**config.mk**
```make
export PLATFORM = sky130hd
export DESIGN_NAME = uart_tx_framer_flat
export DESIGN_NICKNAME = d
export VERILOG_FILES = /design/src/rtl/uart_tx_framer_if.sv /design/src/rtl/uart_tx_framer.sv /design/src/flat_wrapper.sv
export SDC_FILE = /design/constraint.sdc
export NUM_CORES = 1
export LEC_CHECK = 0
export CORE_ASPECT_RATIO = 1.5
export CORE_MARGIN = 2
export CORE_UTILIZATION = 48
export DETAILED_ROUTE_END_ITERATION = 16
export PLACE_DENSITY = 0.76
export REMOVE_ABC_BUFFERS = 1
export SLEW_MARGIN = 15
export SYNTH_ARGS = -nofsm -noshare
export SYNTH_HDL_FRONTEND = slang
export SYNTH_SLANG_ARGS = --single-unit
```
**constraint.sdc**
```tcl
create_clock -name baud_clk -period 1.9 [get_ports baud_clk]
set_input_delay 0.475 -clock baud_clk [delete_from_list [all_inputs] [get_ports baud_clk]]
set_output_delay 0.475 -clock baud_clk [all_outputs]
set_load 0.005 [all_outputs]
```
**src/rtl/uart_tx_framer_if.sv**
```systemverilog
// Host payload stream and TX FIFO push port of the UART TX framer.
// The host drives the request/payload side; the framer drives the FIFO push side.
interface uart_tx_framer_if #(
    parameter int DATA_WIDTH = 8
);
    logic                  start_i;
    logic [7:0]            len_i;
    logic [DATA_WIDTH-1:0] pl_data_i;
    logic                  pl_valid_i;
    logic                  pl_ready_o;
    logic                  tx_full_i;
    logic [DATA_WIDTH-1:0] tx_data_o;
    logic                  tx_wr_en_o;

    modport master (
        output start_i, len_i, pl_data_i, pl_valid_i, tx_full_i,
        input  pl_ready_o, tx_data_o, tx_wr_en_o
    );

    modport slave (
        input  start_i, len_i, pl_data_i, pl_valid_i, tx_full_i,
        output pl_ready_o, tx_data_o, tx_wr_en_o
    );
endinterface

```
**src/rtl/uart_tx_framer.sv**
```systemverilog
// Wraps a payload as SOF, LEN, payload, CHK and pushes it into the TX FIFO, one byte per cycle from the cycle after start.
// A full FIFO stalls every send state in place; payload is pulled only when a push can happen in the same cycle.
module uart_tx_framer #(
    parameter int         DATA_WIDTH = 8,
    parameter int         MAX_LEN    = 16,
    parameter logic [7:0] SOF_BYTE   = 8'hA5
) (
    input  logic             baud_clk,
    input  logic             reset,
    uart_tx_framer_if.slave  bus,
    output logic             busy_o,
    output logic             done_o,
    output logic             len_error_o
);
    typedef enum logic [2:0] {
        IDLE,
        SEND_SOF,
        SEND_LEN,
        SEND_PL,
        SEND_CHK,
        DONE
    } state_t;

    localparam logic [7:0] MAX_LEN_B = 8'(MAX_LEN);

    state_t     state_q, state_d;
    logic [7:0] len_q, len_d;
    logic [7:0] rem_q, rem_d;
    logic [7:0] acc_q, acc_d;
    logic       len_err_q, len_err_d;

    logic                  wr_en;
    logic                  pl_rdy;
    logic [DATA_WIDTH-1:0] tx_dat;
    logic                  len_ok;

    assign len_ok = (bus.len_i != 8'd0) && (bus.len_i <= MAX_LEN_B);

    always_ff @(posedge baud_clk or negedge reset) begin
        if (!reset) begin
            state_q   <= IDLE;
            len_q     <= 8'd0;
            rem_q     <= 8'd0;
            acc_q     <= 8'd0;
            len_err_q <= 1'b0;
        end else begin
            state_q   <= state_d;
            len_q     <= len_d;
            rem_q     <= rem_d;
            acc_q     <= acc_d;
            len_err_q <= len_err_d;
        end
    end

    always_comb begin
        state_d   = state_q;
        len_d     = len_q;
        rem_d     = rem_q;
        acc_d     = acc_q;
        len_err_d = 1'b0;
        wr_en     = 1'b0;
        pl_rdy    = 1'b0;
        tx_dat    = '0;
        unique case (state_q)
            IDLE: begin
                if (bus.start_i) begin
                    if (len_ok) begin
                        len_d   = bus.len_i;
                        rem_d   = bus.len_i;
                        acc_d   = 8'd0;
                        state_d = SEND_SOF;
                    end else begin
                        len_err_d = 1'b1;
                    end
                end
            end
            SEND_SOF: begin
                if (!bus.tx_full_i) begin
                    wr_en   = 1'b1;
                    tx_dat  = DATA_WIDTH'(SOF_BYTE);
                    state_d = SEND_LEN;
                end
            end
            SEND_LEN: begin
                if (!bus.tx_full_i) begin
                    wr_en   = 1'b1;
                    tx_dat  = DATA_WIDTH'(len_q);
                    acc_d   = len_q;
                    state_d = SEND_PL;
                end
            end
            SEND_PL: begin
                pl_rdy = !bus.tx_full_i;
                if (bus.pl_valid_i && !bus.tx_full_i) begin
                    wr_en  = 1'b1;
                    tx_dat = bus.pl_data_i;
                    acc_d  = acc_q + 8'(bus.pl_data_i);
                    rem_d  = rem_q - 8'd1;
                    // rem_q counts bytes still owed including this one
                    if (rem_q == 8'd1) begin
                        state_d = SEND_CHK;
                    end
                end
            end
            SEND_CHK: begin
                if (!bus.tx_full_i) begin
                    wr_en   = 1'b1;
                    tx_dat  = DATA_WIDTH'(acc_q);
                    state_d = DONE;
                end
            end
            DONE: begin
                state_d = IDLE;
            end
            default: begin
                state_d = IDLE;
            end
        endcase
    end

    assign bus.tx_wr_en_o = wr_en;
    assign bus.tx_data_o  = tx_dat;
    assign bus.pl_ready_o = pl_rdy;
    assign busy_o         = (state_q != IDLE);
    assign done_o         = (state_q == DONE);
    assign len_error_o    = len_err_q;
endmodule

```
**src/flat_wrapper.sv**
```systemverilog
// flat-port wrapper written by rule: the top's interface ports become plain ports
module uart_tx_framer_flat 
#(
    parameter int         DATA_WIDTH = 8,
    parameter int         MAX_LEN    = 16,
    parameter logic [7:0] SOF_BYTE   = 8'hA5
)
  (baud_clk, reset, busy_o, done_o, len_error_o, bus_start_i, bus_len_i, bus_pl_data_i, bus_pl_valid_i, bus_tx_full_i, bus_pl_ready_o, bus_tx_data_o, bus_tx_wr_en_o);
  uart_tx_framer_if #(.DATA_WIDTH(DATA_WIDTH)) bus_i ();
  input  logic baud_clk;
  input  logic reset;
  output logic busy_o;
  output logic done_o;
  output logic len_error_o;
  input wire logic [$bits(bus_i.start_i)-1:0] bus_start_i;
  input wire logic [$bits(bus_i.len_i)-1:0] bus_len_i;
  input wire logic [$bits(bus_i.pl_data_i)-1:0] bus_pl_data_i;
  input wire logic [$bits(bus_i.pl_valid_i)-1:0] bus_pl_valid_i;
  input wire logic [$bits(bus_i.tx_full_i)-1:0] bus_tx_full_i;
  output wire logic [$bits(bus_i.pl_ready_o)-1:0] bus_pl_ready_o;
  output wire logic [$bits(bus_i.tx_data_o)-1:0] bus_tx_data_o;
  output wire logic [$bits(bus_i.tx_wr_en_o)-1:0] bus_tx_wr_en_o;
  assign bus_i.start_i = bus_start_i;
  assign bus_i.len_i = bus_len_i;
  assign bus_i.pl_data_i = bus_pl_data_i;
  assign bus_i.pl_valid_i = bus_pl_valid_i;
  assign bus_i.tx_full_i = bus_tx_full_i;
  assign bus_pl_ready_o = bus_i.pl_ready_o;
  assign bus_tx_data_o = bus_i.tx_data_o;
  assign bus_tx_wr_en_o = bus_i.tx_wr_en_o;
  uart_tx_framer #(.DATA_WIDTH(DATA_WIDTH), .MAX_LEN(MAX_LEN), .SOF_BYTE(SOF_BYTE)) u_core (.baud_clk(baud_clk), .reset(reset), .bus(bus_i), .busy_o(busy_o), .done_o(done_o), .len_error_o(len_error_o));
endmodule
```
**Word-level counts from Yosys, hierarchy flattened**

Cells that the tools add are included.

- Register bits after elaboration: 28
- Input port bits: 21
- Output and inout bits: 13
- Word-level logic and storage cells: 63

- Add/sub/neg operators: 2
- $lt $le $gt $ge: 1
- Equality and inequality tests: 13
- Muxes and demuxes: 29
- Reductions and logical operators: 13

Operator list:

| kind | count |
|---|---|
| $mux 8 | 11 |
| $pmux 8 s4 | 1 |
| $pmux 8 s3 | 1 |
| $mux 3 | 7 |
| $pmux 8 s2 | 1 |
| $pmux 3 s5 | 1 |
| $add 8x8->8 | 1 |
| $eq 8x1->1 const B | 1 |
| $le 8x5->1 const B | 1 |
| $ne 2x2->1 const B | 4 |
| $reduce_bool 8->1 | 1 |
| $sub 8x1->8 const B | 1 |
| $reduce_and 7->1 | 1 |
| $eq 3x2->1 const B | 2 |
| $eq 3x3->1 const B | 2 |
| $mux 1 | 6 |
| $ne 2x1->1 const B | 3 |
| $reduce_bool 3->1 | 2 |
| $reduce_and 5->1 | 1 |
| $reduce_and 4->1 | 1 |
| $eq 3x1->1 const B | 1 |
| $logic_not 3->1 | 1 |
| $reduce_and 3->1 | 1 |
| $reduce_or 3->1 | 1 |
| other kinds (4) | 5 |

**Longest topological paths before layout**

- Word-level depth: 5
- Depth in mapped cells: 8
- Gate-level depth less buffers: 8

**Worst setup path before layout**

No wires, ideal clock.

- Kind: in2reg
- Start: in bus_len_i[3]
- End: reg u_core.rem_q[7]
- Library setup time: 0.121 ns
- Data arrival time: 1.763 ns
- Required time: 1.779 ns
- Setup slack: 0.016 ns
- Stages on the path: 6
- Buffers on the path: 1
- Path through: nor4_2 -> mux2i_1 -> nor2_1 -> buf_4 -> o22a_1 -> o22a_1

- Longest elaborated chain between the ends: 4
- Elaborated cells between the ends (all ways): 5
- Those cells by class: 1 x order compare; 1 x eq/ne; 3 x reduce/logical

RTL lines:

| what | RTL line | source |
|---|---|---|
| from (decl) | flat_wrapper.sv:16 | `input wire logic [$bits(bus_i.len_i)-1:0] bus_len_i;` |
| $le 8x5->1 / $reduce_bool 8->1 (equally long branches) | uart_tx_framer.sv:37 | `assign len_ok = (bus.len_i != 8'd0) && (bus.len_i <= MAX_LEN_B);` |
| $logic_and 1x1->1 (*) | uart_tx_framer.sv:37 |  |
| $ne 2x1->1 (no source line) (*) | - |  |
| $reduce_and 4->1 (no source line) (*) | - |  |
| to (signal assigned) | uart_tx_framer.sv:49 | `rem_q <= rem_d;` |
| to (decl) | uart_tx_framer.sv:28 | `logic [7:0] rem_q, rem_d;` |

Every way passes the cells marked *; elsewhere a longest branch is shown, timed or not.
A chain may end at the register's enable or synchronous reset.

**Worst setup path in the final report**

- Start: in bus_pl_valid_i
- End: out bus_tx_data_o[7]

- Longest elaborated chain between the ends: 3

RTL lines:

| what | RTL line | source |
|---|---|---|
| from (decl) | flat_wrapper.sv:18 | `input wire logic [$bits(bus_i.pl_valid_i)-1:0] bus_pl_valid_i;` |
| $logic_and 1x1->1 | uart_tx_framer.sv:94 | `if (bus.pl_valid_i && !bus.tx_full_i) begin` |
| $mux 8 | uart_tx_framer.sv:94 |  |
| $pmux 8 s4 | uart_tx_framer.sv:64 | `unique case (state_q)` |
| to (decl) | flat_wrapper.sv:21 | `output wire logic [$bits(bus_i.tx_data_o)-1:0] bus_tx_data_o;` |

Every way passes these cells.

==> results.txt <==
status = finished, violations left
failing checks = setup timing
pin count of the biggest net entering global routing = 29
Die X = 57.35 um
Root Buffer Master = clkbuf_8
Max VDD drop = 787.1 uV
vias in the first global route = 2494
antenna cells = 0
gr usage total = 30.12%
initial core utilization = 49.12%
critical path launch point type = input port
GR Overflow Total = 0
first drt pass iteration count = 4
CTS tree = built
Slew headroom = 74.31%
Post-Synth Adder-Cell Area = 6.471%
mapped cell area = 2049 um2
final net count = 387
Synth Area in Simple Gates = 22.89%
post-synthesis compound-gate area fraction = 26.07%
DRT iter0 DRCs = 117
Final ANT Viol Nets = 0
CTS Buf Count = 3
CTS Buffer Depth = 2
Die ar. = 4819 um2
DR DRC count = 0
Placement Setup Slack = -0.6639 ns
post-synthesis sequential area ratio = 34.19%
final worst path period need = 2.112 ns
Fin Clk Skew = 0.003204 ns
global placement routability congestion = 0.9023
Clock Sinks = 28
total power = 0.003102 W
largest family of logic cells by synthesized area = compound AO/OA/AOI/OAI gates
hold_buf cts = 0
number of enable flip-flop cells after synthesis = 0
P&R area growth vs syn = 61.54%
Core Util, Final = 79.34%
Setup CP Type = in -> out
Hold Vio Cnt, Final = 0
Yosys cell types = 51
Clock Latency Late Sink = 0.28 ns
final setup fails = 15
asr flop ratio synth = 100.0%
via count = 2402
Worst Path Max Fanout = 5
fin crit share = 111.2%
H-tree level count = 1
first-pass GRT wire length = 11430 um
Post-DP HPWL = 4602 um
multiplexer share of the synthesized area = 4.762%
port buffer count = 33
total of max-cap violations = 0
Slew Limit Fails = 0
leakage power = 1.505 nW
Top Ports = 34
RSZ-0062 raised after global routing = true
synthesized area per cell = 8.297 um2
row cnt = 29
Via density = 5.990
Synth Area in XOR/XNOR = 0.8547%
worst min path class = in -> reg
CP endpoint kind = primary output
share of cells above drive strength 1 = 45.07%
Routed WL = 7184 um
Die H = 84.03 um
synth warn = 0
Final Worst Setup Slack = -0.2119 ns
required time worst endpoint = 1.42 ns
pwr/cell area = 937.0 nW/um2
crit path DAT = 1.64 ns
worst-margin pin slew = 0.3854 ns
initial antenna violation count = 0
core box area = 4173 um2
Syn Inst Count = 247
FMAX = 473.5 MHz
clock transition at the registers of the reported paths = 0.10 ns
Most used DFF post-synth = dfrtp_1
#FFs+latches synth = 28
Avg WL per Cell = 17.92 um
## what timing repair did
item	4_1_cts	5_1_grt
setup buffers	17	3
resized for setup	121	33
pin swaps	33	13
setup endpoints to repair	36	28
cloned	0	0
## path summary, 6_finish.rpt
kind | slack (ns) | startpoint | to | cells past startpoint
setup / recovery | -0.21 | bus_pl_valid_i | bus_tx_data_o[7] | 6
hold / removal | 0.50 | bus_len_i[2] | u_core.len_q[2]$_DFFE_PN0P_ | 2
setup reg to reg | -0.08 | u_core.state_q[2]$_DFFE_PN0P_ | u_core.rem_q[4]$_DFFE_PN0P_ | 8
hold reg to reg | 0.52 | u_core.rem_q[4]$_DFFE_PN0P_ | u_core.rem_q[4]$_DFFE_PN0P_ | 2
max in group asynchronous | 1.02 | reset | u_core.state_q[1]$_DFFE_PN0P_ | 2
min in group asynchronous | 0.58 | reset | u_core.rem_q[6]$_DFFE_PN0P_ | 2
## layout by cell type (no fill, tap or decap), drive strengths merged, types with 2 or more instances in the layout
master	netlist	final
o22ai	2	2
nand2b	2	2
clkdlybuf4s15	0	4
and3	2	2
nand3	3	3
nor4	3	3
a22oi	9	9
nand2	15	15
a211oi	3	3
dfrtp	28	28
clkbuf	4	7
o2bb2ai	2	2
ha	9	9
nor3	7	7
o21a	3	3
o211ai	4	4
o22a	7	7
mux2	6	6
or3	3	3
a21oi	21	21
clkdlybuf4s50	0	4
o21ai	18	18
nor2b	13	13
buf	9	94
nor2	40	40
dlygate4sd2	0	12
inv	7	7
nand3b	2	2
a31oi	5	5
mux2i	3	3
## final cells by class
class	count	area [um2]
clock buffer	4	55.05
fill	274	862.1
inverter	8	31.28
multi-input combinational	198	1508
sequential	28	704.4
tap	46	57.56
timing repair buffer	117	954.7
## synth_stat cells (3+ instances only)
master | instances | area [um2]
buf_2 | 6 | 30.03
a21oi_1 | 21 | 105.1
nand3_1 | 3 | 15.01
a31oi_1 | 5 | 31.28
ha_1 | 9 | 112.6
o21a_1 | 3 | 22.52
o22a_1 | 7 | 61.31
o21ai_0 | 15 | 75.07
a22oi_1 | 9 | 67.56
inv_1 | 7 | 26.28
a211oi_1 | 3 | 22.52
mux2i_1 | 3 | 30.03
nor3_1 | 7 | 35.03
dfrtp_1 | 28 | 700.7
clkbuf_1 | 4 | 15.01
nand2_1 | 15 | 56.30
nor2_1 | 40 | 150.1
nor2b_1 | 13 | 81.33
mux2_2 | 6 | 67.56
o211ai_1 | 4 | 30.03
## power by group
part / switching (W) / internal, W
Clock: 0.000204 / 0.000186
Sequential: 0.000191 / 0.000783
Combinational: 0.000814 / 0.000924
Total: 0.00121 / 0.00189
## state kept, by name, summed over array words and instances (netlist names)
register and count:
u_core.len_error_o 1, u_core.state_q 3, u_core.rem_q 8, u_core.len_q 8, u_core.acc_q 8
## logic make-up (layout without fill, tap and decap cells)
group | after synthesis | count (layout)
simple gates | 95 | 95
compound gates | 82 | 82
flops | 28 | 28
buf+inv | 21 | 129
fa+ha+maj | 10 | 10
mux | 9 | 9
xor+xnor | 2 | 2
## per-layer routing
metal  up-vias  track usage (%)  wire length [um]
met5         -                0                 0
met2       108            53.20              3959
li1       1116                -                 -
met3        33            3.256               290
met4         0            15.22               291
met1      1145            34.62              2643
## worst max-delay path, cell delays in order
cell             delay, ns
clkdlybuf4s15_1       0.34
and3_1                0.27
a31oi_1               0.18
o22a_1                0.17
nor2_1                0.05
buf_2                 0.15
## metrics by stage
| step | hold WS [ns] | TNS (ns) | instance area, um2 | instances |
|---|---|---|---|---|
| after floorplan | 0.1794 | -1.346 | 1982 | 234 |
| after global placement | 0.4855 | -16.30 | 2893 | 381 |
| after detailed placement | 0.4900 | -17.78 | 2893 | 381 |
| after CTS | 0.5200 | -1.402 | 3268 | 400 |
| after global routing | 0.5133 | -3.113 | 3311 | 401 |
| final | 0.5001 | -1.622 | 3311 | 401 |
Power figures use the tool's default switching activity.
